### config.mk
export PLATFORM = sky130hd
export DESIGN_NAME = iob_parking_scan_ctrl
export DESIGN_NICKNAME = d
export VERILOG_FILES = /design/src/rtl/iob_parking_scan_ctrl.sv
export SDC_FILE = /design/constraint.sdc
export NUM_CORES = 1
export LEC_CHECK = 0
export CAP_MARGIN = 10
export CORE_ASPECT_RATIO = 1.5
export CORE_MARGIN = 4
export CORE_UTILIZATION = 56
export DETAILED_ROUTE_END_ITERATION = 6
export DONT_BUFFER_PORTS = 1
export HOLD_SLACK_MARGIN = 0.1
export PLACE_DENSITY = 0.72
export SETUP_SLACK_MARGIN = 0.3
export SLEW_MARGIN = 20
export SYNTH_ARGS = -nofsm -noshare
export SYNTH_HDL_FRONTEND = slang
export SYNTH_SLANG_ARGS = --single-unit
### constraint.sdc
create_clock -name clk -period 6.4 [get_ports clk]
set_input_delay 0.64 -clock clk [delete_from_list [all_inputs] [get_ports clk]]
set_output_delay 0.64 -clock clk [all_outputs]
set_load 0.02 [all_outputs]
### src/rtl/iob_parking_scan_ctrl.sv
// Parking-slot sensor scanner: round-robin per-slot debounce, occupancy map,
// free-slot count and change-flag interrupt behind an IOb native slave port.
module iob_parking_scan_ctrl #(
  parameter int N_SLOTS = 8,
  parameter int DEB_TH  = 4,
  parameter int DIV_W   = 16,
  parameter int DATA_W  = 32
) (
  input  logic                clk,
  input  logic                rst_n,
  input  logic                valid,
  input  logic [2:0]          addr,
  input  logic [DATA_W-1:0]   wdata,
  input  logic [3:0]          wstrb,
  output logic [DATA_W-1:0]   rdata,
  output logic                ready,
  input  logic [N_SLOTS-1:0]  sensor_in,
  output logic [N_SLOTS-1:0]  occ,
  output logic                irq
);

  localparam int IDX_W  = (N_SLOTS > 1) ? $clog2(N_SLOTS) : 1;
  localparam int FREE_W = $clog2(N_SLOTS + 1);
  localparam int CNT_W  = 4;

  function automatic logic [FREE_W-1:0] free_count(input logic [N_SLOTS-1:0] v);
    logic [FREE_W-1:0] n;
    n = FREE_W'(N_SLOTS);
    for (int i = 0; i < N_SLOTS; i++) begin
      n = n - FREE_W'(v[i]);
    end
    return n;
  endfunction

  logic [N_SLOTS-1:0] sync1_r, sync2_r, occ_r, changed_r;
  logic [1:0]         ctrl_r;
  logic [DIV_W-1:0]   scan_div_r, div_r;
  logic [IDX_W-1:0]   idx_r;
  logic [CNT_W-1:0]   cnt_r [N_SLOTS];
  logic [FREE_W-1:0]  free_r;
  logic               irq_r, ready_r;
  logic [DATA_W-1:0]  rdata_r;

  logic               wr_s, rd_s, div_wr_s, scan_run_s, tick_s;
  logic [1:0]         ctrl_nxt_s;
  logic [DIV_W-1:0]   scan_div_nxt_s, div_nxt_s;
  logic [IDX_W-1:0]   idx_nxt_s;
  logic [N_SLOTS-1:0] occ_nxt_s, set_s, clr_s, changed_nxt_s;
  logic [CNT_W-1:0]   cnt_nxt_s [N_SLOTS];
  logic [DATA_W-1:0]  rdata_nxt_s;

  // Register writes and bus read mux
  always_comb begin
    wr_s     = valid & (wstrb != 4'b0000);
    rd_s     = valid & (wstrb == 4'b0000);
    div_wr_s = wr_s & (addr == 3'd4);
    if (wr_s && (addr == 3'd3) && wstrb[0]) begin
      ctrl_nxt_s = wdata[1:0];
    end else begin
      ctrl_nxt_s = ctrl_r;
    end
    scan_div_nxt_s = scan_div_r;
    for (int b = 0; b < DIV_W; b++) begin
      if (div_wr_s && wstrb[b >> 3]) begin
        scan_div_nxt_s[b] = wdata[b];
      end else begin
        scan_div_nxt_s[b] = scan_div_r[b];
      end
    end
    if (wr_s && (addr == 3'd1)) begin
      clr_s = wdata[N_SLOTS-1:0];
    end else begin
      clr_s = {N_SLOTS{1'b0}};
    end
    rdata_nxt_s = {DATA_W{1'b0}};
    if (rd_s) begin
      case (addr)
        3'd0:    rdata_nxt_s = DATA_W'(occ_r);
        3'd1:    rdata_nxt_s = DATA_W'(changed_r);
        3'd2:    rdata_nxt_s = DATA_W'(free_r);
        3'd3:    rdata_nxt_s = DATA_W'(ctrl_r);
        3'd4:    rdata_nxt_s = DATA_W'(scan_div_r);
        default: rdata_nxt_s = {DATA_W{1'b0}};
      endcase
    end else begin
      rdata_nxt_s = {DATA_W{1'b0}};
    end
  end

  // Scan divider, slot pointer and per-slot debounce
  always_comb begin
    // Clearing uses the post-write enable so a 1->0 write takes effect on its own edge.
    scan_run_s = ctrl_r[0] & ctrl_nxt_s[0];
    tick_s     = scan_run_s & ~div_wr_s & (div_r == scan_div_r);
    div_nxt_s  = div_r;
    idx_nxt_s  = idx_r;
    if (!scan_run_s) begin
      div_nxt_s = {DIV_W{1'b0}};
      idx_nxt_s = {IDX_W{1'b0}};
    end else if (div_wr_s) begin
      div_nxt_s = {DIV_W{1'b0}};
    end else if (tick_s) begin
      div_nxt_s = {DIV_W{1'b0}};
      if (idx_r == IDX_W'(N_SLOTS - 1)) begin
        idx_nxt_s = {IDX_W{1'b0}};
      end else begin
        idx_nxt_s = idx_r + IDX_W'(1);
      end
    end else begin
      div_nxt_s = div_r + DIV_W'(1);
    end
    occ_nxt_s = occ_r;
    set_s     = {N_SLOTS{1'b0}};
    for (int i = 0; i < N_SLOTS; i++) begin
      cnt_nxt_s[i] = cnt_r[i];
      if (!scan_run_s) begin
        cnt_nxt_s[i] = {CNT_W{1'b0}};
      end else if (tick_s && (idx_r == IDX_W'(i))) begin
        if (sync2_r[i] == occ_r[i]) begin
          cnt_nxt_s[i] = {CNT_W{1'b0}};
        end else if (cnt_r[i] == CNT_W'(DEB_TH - 1)) begin
          occ_nxt_s[i] = ~occ_r[i];
          cnt_nxt_s[i] = {CNT_W{1'b0}};
          set_s[i]     = 1'b1;
        end else begin
          cnt_nxt_s[i] = cnt_r[i] + CNT_W'(1);
        end
      end else begin
        cnt_nxt_s[i] = cnt_r[i];
      end
    end
    // A new flip outranks a same-cycle W1C on that bit.
    changed_nxt_s = (changed_r & ~clr_s) | set_s;
  end

  // State registers
  always_ff @(posedge clk or negedge rst_n) begin
    if (!rst_n) begin
      sync1_r    <= {N_SLOTS{1'b0}};
      sync2_r    <= {N_SLOTS{1'b0}};
      occ_r      <= {N_SLOTS{1'b0}};
      changed_r  <= {N_SLOTS{1'b0}};
      ctrl_r     <= 2'b00;
      scan_div_r <= {DIV_W{1'b0}};
      div_r      <= {DIV_W{1'b0}};
      idx_r      <= {IDX_W{1'b0}};
      free_r     <= FREE_W'(N_SLOTS);
      irq_r      <= 1'b0;
      ready_r    <= 1'b0;
      rdata_r    <= {DATA_W{1'b0}};
      for (int i = 0; i < N_SLOTS; i++) begin
        cnt_r[i] <= {CNT_W{1'b0}};
      end
    end else begin
      sync1_r    <= sensor_in;
      sync2_r    <= sync1_r;
      occ_r      <= occ_nxt_s;
      changed_r  <= changed_nxt_s;
      ctrl_r     <= ctrl_nxt_s;
      scan_div_r <= scan_div_nxt_s;
      div_r      <= div_nxt_s;
      idx_r      <= idx_nxt_s;
      free_r     <= free_count(occ_r);
      irq_r      <= ctrl_r[1] & (|changed_r);
      ready_r    <= valid;
      rdata_r    <= rdata_nxt_s;
      for (int i = 0; i < N_SLOTS; i++) begin
        cnt_r[i] <= cnt_nxt_s[i];
      end
    end
  end

  assign occ   = occ_r;
  assign irq   = irq_r;
  assign ready = ready_r;
  assign rdata = rdata_r;

endmodule
======== Word-level counts from Yosys, hierarchy flattened ========
Cells that the tools add are included.
word-level totals
  register bits after elaboration ......... 139
  word-level logic and storage cells ...... 214
  output and inout bits ................... 42
  input port bits ......................... 50
operators by class
  bitwise gates (word level) .............. 27
  reduce and logical (&&, ||, !) cells .... 27
  equal/unequal tests ..................... 38
  muxes and demuxes ....................... 75
  $add $sub $neg .......................... 18
operator list
  operator               count
  $mux 4                 32
  $pmux 16 s5            1
  $mux 16                3
  $mux 1                 33
  $add 4x1->4 const B    8
  $eq 4x2->1 const B     8
  $mux 32                1
  $reduce_and 4->1       8
  $sub 4x1->4            7
  $ne 2x1->1 const B     9
  $not 1->1              17
  $add 16x1->16 const B  1
  $eq 16x16->1           1
  $eq 3x3->1 const B     5
  $logic_and 1x1->1      13
  $eq 3x2->1 const B     4
  $mux 3                 4
  $and 8x8->8            1
  $eq 1x1->1             8
  $mux 8                 1
  $not 8->8              1
  $or 8x8->8             1
  $reduce_or 8->1        1
  $and 1x1->1            7
  8 further kinds        10

======== Depth between registers and ports, before layout ========
  depth after elaboration ................. 12
  depth in mapped cells ................... 8

======== Worst setup path before layout ========
No wires, ideal clock.
  path kind ............................... register to register
  start ................................... register occ_r[0], in the netlist occ[0]
  end ..................................... register free_r[2]
  period minus slack after synthesis ...... 2628 ps
  data required time ...................... 6274 ps
  path slack .............................. 3772 ps
  data arrival time ....................... 2502 ps
  library setup time ...................... 126 ps
  cell stages (with the launch flop) ...... 9
  cell sequence ........................... dfrtp_1 -> inv_1 -> fa_1 -> ha_1 -> inv_1 -> fa_1 -> inv_1 -> fa_1 -> ha_1
between the ends
  word-level cells in the longest chain between the ends .. 8
RTL lines
  element                    line  RTL
  start: declaration         35    logic [N_SLOTS-1:0] sync1_r, sync2_r, occ_r, changed_r;
  start signal: assignment   141   occ_r <= {N_SLOTS{1'b0}};
  start signal: assignment   157   occ_r <= occ_nxt_s;
  $sub 4x1->4 (8 in series)  30    n = n - FREE_W'(v[i]);
  end signal: assignment     147   free_r <= FREE_W'(N_SLOTS);
  end signal: assignment     163   free_r <= free_count(occ_r);
  end: declaration           40    logic [FREE_W-1:0] free_r;
No other way between the ends.
A chain may end at the register's enable or synchronous reset.

======== Final worst setup path ========
  start ................................... register occ_r[4], in the netlist occ[4]
  end ..................................... register free_r[2]
between the ends
  word-level cells in the longest chain between the ends .. 4
RTL lines
  element                    line
  $sub 4x1->4 (4 in series)  30
No other way between the ends.

==> impl_metrics.yaml <==
floorplanning:
  io_pins: 92
  start_util: 0.5681
  coreArea_um2: 11000
  dieArea_um2: 12940
  die_w_um: 94.24
  rows: 47
  die_h_um: 137.4
pwr:
  powerDensity_nw_per_um2: 292.4
  ir_worst_vdd_mv: 0.1761
  leakage_nw: 3.125
flow_run:
  cap_viol_max_count: 0
synth:
  synth_top_area_frac: 0.4887
  synth_edf_count: 0
  yosysSeqAreaShare: 0.4929
  avgSynthCellArea_um2: 10.16
  synth-seq-cells: 123
  ys.flop_type: "dfrtp_1"
  synthCells: 615
  synth.distinct_cells: 53
  yosys-top-cells-area: "dfrtp_1 (49%), ha_1 (3.8%), xor2_1 (3.4%), o21ai_0 (3.2%), mux2_2 (3.1%)"
  synth_warnings: 0
  syn_area_um2: 6247
  synth_top_area_cell: "dfrtp_1"
  synthArstFlopShare: 1.000
placement:
  placed_area_um2: 6287
  hpwlAfterDp_mm: 9.893
  port_buffers: 0
  place_congestion: 0.8291
  post-place-ws_ns: 3.197
worst_setup_path:
  worstPathMaxFanout: 5
  worst_ep_required_time_ns: 6.69
  worst-path-buf-inv: 3
  cp-end-kind: "flop"
  crit_family: "adder cells"
  cpPeakStageDelay_ns: 0.64
  setup.worst_path.start_class: "flop"
  crit_type: "reg2reg"
  slowest_stage: "dfrtp_1"
  path_cells: "fa_1 > inv_1 > ha_1 > inv_1 > fa_1 > inv_1 > fa_1 > ha_1"
  crit_arrival_ns: 3.11
drt:
  drc: 0
  vias: 4619
  ant_nets: 0
  dr.pass1.iters: 5
  first_iter_violations: 256
  wl_per_cell_um: 18.79
  vias_per_cell: 5.999
  drt_wl_total_mm: 14.47
layout:
  finalNetCount: 683
  area_growth_pct: 11.30
  stdcell_area_um2: 6953
  drive_above_1_share: 0.1059
  diodes: 0
global_route:
  grt_pass1_vias: 4665
  grt_overflow: 0
  grt_use_total: 0.2347
  grt_max_degree: 124
  antenna_found_initial: 0
  grt_pass1_wl_mm: 23.33
clock_network:
  cts_buffer_depth: 2
  clock_latency_ns: 0.42
  cts_resized: 0
  hold_buffers: 1
  clock-sinks: 123
  root_buffer: "clkbuf_16"
  post_cts_buffers: 0
  cts_buffers: 17
  htree_levels: 4
  cts_tree: "yes"
  clk_pin_slew_worst_paths_ns: 0.06
sta:
  fmax_ghz: 0.3548
  tightestPinTransition_ns: 1.114
  skew_ns: 0.006227
  slew_viol_final: 0
  fin_crit_ns: 2.818
  setup_ws_ns: 3.582
  setup_viol: 0
  slew_headroom: 0.2554
  finalCritPeriodShare: 0.4404
  rsz0062_at_grt: "false"
  tns_ns: 0
  finalHoldViolations: 0
worst_hold_path:
  hp-class: "in2async"
status:
  outcome: "complete, no violations"
[area by class of cell]
class / count / area, µm²
sequential: 123 / 3079
clock buffer: 22 / 494.2
timing repair buffer: 5 / 57.56
clock inverter: 10 / 137.6
fill: 898 / 4044
multi-input combinational: 438 / 2907
tap: 147 / 183.9
inverter: 25 / 93.84
[path summary, 6_finish.rpt]
check | startpoint | slack [ns] | end | cells after the start
setup / recovery | occ[4] | 3.58 | free_r[2] | 8
hold / removal | rst_n | 0.17 | div_r[11] | 1
setup reg to reg | occ[4] | 3.58 | free_r[2] | 8
hold reg to reg | sync1_r[5] | 0.34 | sync2_r[5] | 0
max in group asynchronous | rst_n | 5.75 | occ[1] | 1
min in group clk | sensor_in[0] | 0.25 | sync1_r[0] | 0
[report_power, final]
group | switching, W | internal [W]
clock | 0.000348 | 0.000662
combinational | 0.000111 | 0.0000577
sequential | 0.0000413 | 0.000813
total | 0.000500 | 0.00153
[registers in the layout, indices dropped and copies added, names as in the netlist]
name        flops
ctrl_r          2
sync1_r         8
ready           1
rdata          16
irq             1
cnt_r          32
occ             8
free_r          4
sync2_r         8
div_r          16
scan_div_r     16
idx_r           3
changed_r       8
[Yosys cell counts, types with 11 or more instances]
cell        n
clkbuf_1   20
dfrtp_1   122
and3_1     12
nor2b_1    11
ha_1       19
nand3_1    32
inv_1      25
buf_4      18
mux2i_1    12
nand2_1    50
mux2_2     17
xnor2_1    19
nand4_1    23
nor3_1     18
a21oi_1    22
xor2_1     24
o21ai_0    40
nor2_1     35
[cells in the final DEF (no fill, tap or decap), drive strengths merged, types with 6 or more instances in the layout]
cell type,netlist,routed
nand2b,8,8
mux2i,12,12
nor3b,6,6
o21ai,40,40
nand3,32,32
nand4,24,24
and3,12,12
nand2,50,50
a21oi,22,22
inv,25,25
xor2,24,24
mux2,17,17
clkbuf,20,22
nor2b,11,11
xnor2,19,19
conb,1,16
nand3b,8,8
nor4,10,10
dfrtp,122,122
nor2,35,35
or4,6,6
ha,19,19
nor3,18,18
[per-layer routing]
layer	share of wire	track usage	vias to the layer above
met5	0	0	-
met4	0.037	0.1157	0
met3	0.047	0.05082	39
met2	0.54	0.4198	149
met1	0.37	0.2606	2303
li1	-	-	2128
[metrics by stage]
step,instances,power [W],utilization,hold slack (ns)
after floorplan,630,0.0009820,-,0.3312
after global placement,737,0.001009,0.5717,0.3315
after detailed placement,737,0.001015,0.5717,0.3358
after CTS,770,0.002041,0.6317,0.2188
after global routing,770,0.002096,0.6323,0.2253
final,770,0.002033,0.6323,0.1689
[logic make-up after synthesis]
logic type | Yosys count | synth area share
simple gates | 230 | 0.1981
flops | 123 | 0.4929
compound gates | 97 | 0.09434
buf+inv | 69 | 0.05307
xor+xnor | 43 | 0.06028
mux | 29 | 0.04987
fa+ha+maj | 23 | 0.05087
other cells | 1 | 0.0006003
No activity file was read; power rests on OpenSTA's default activity.
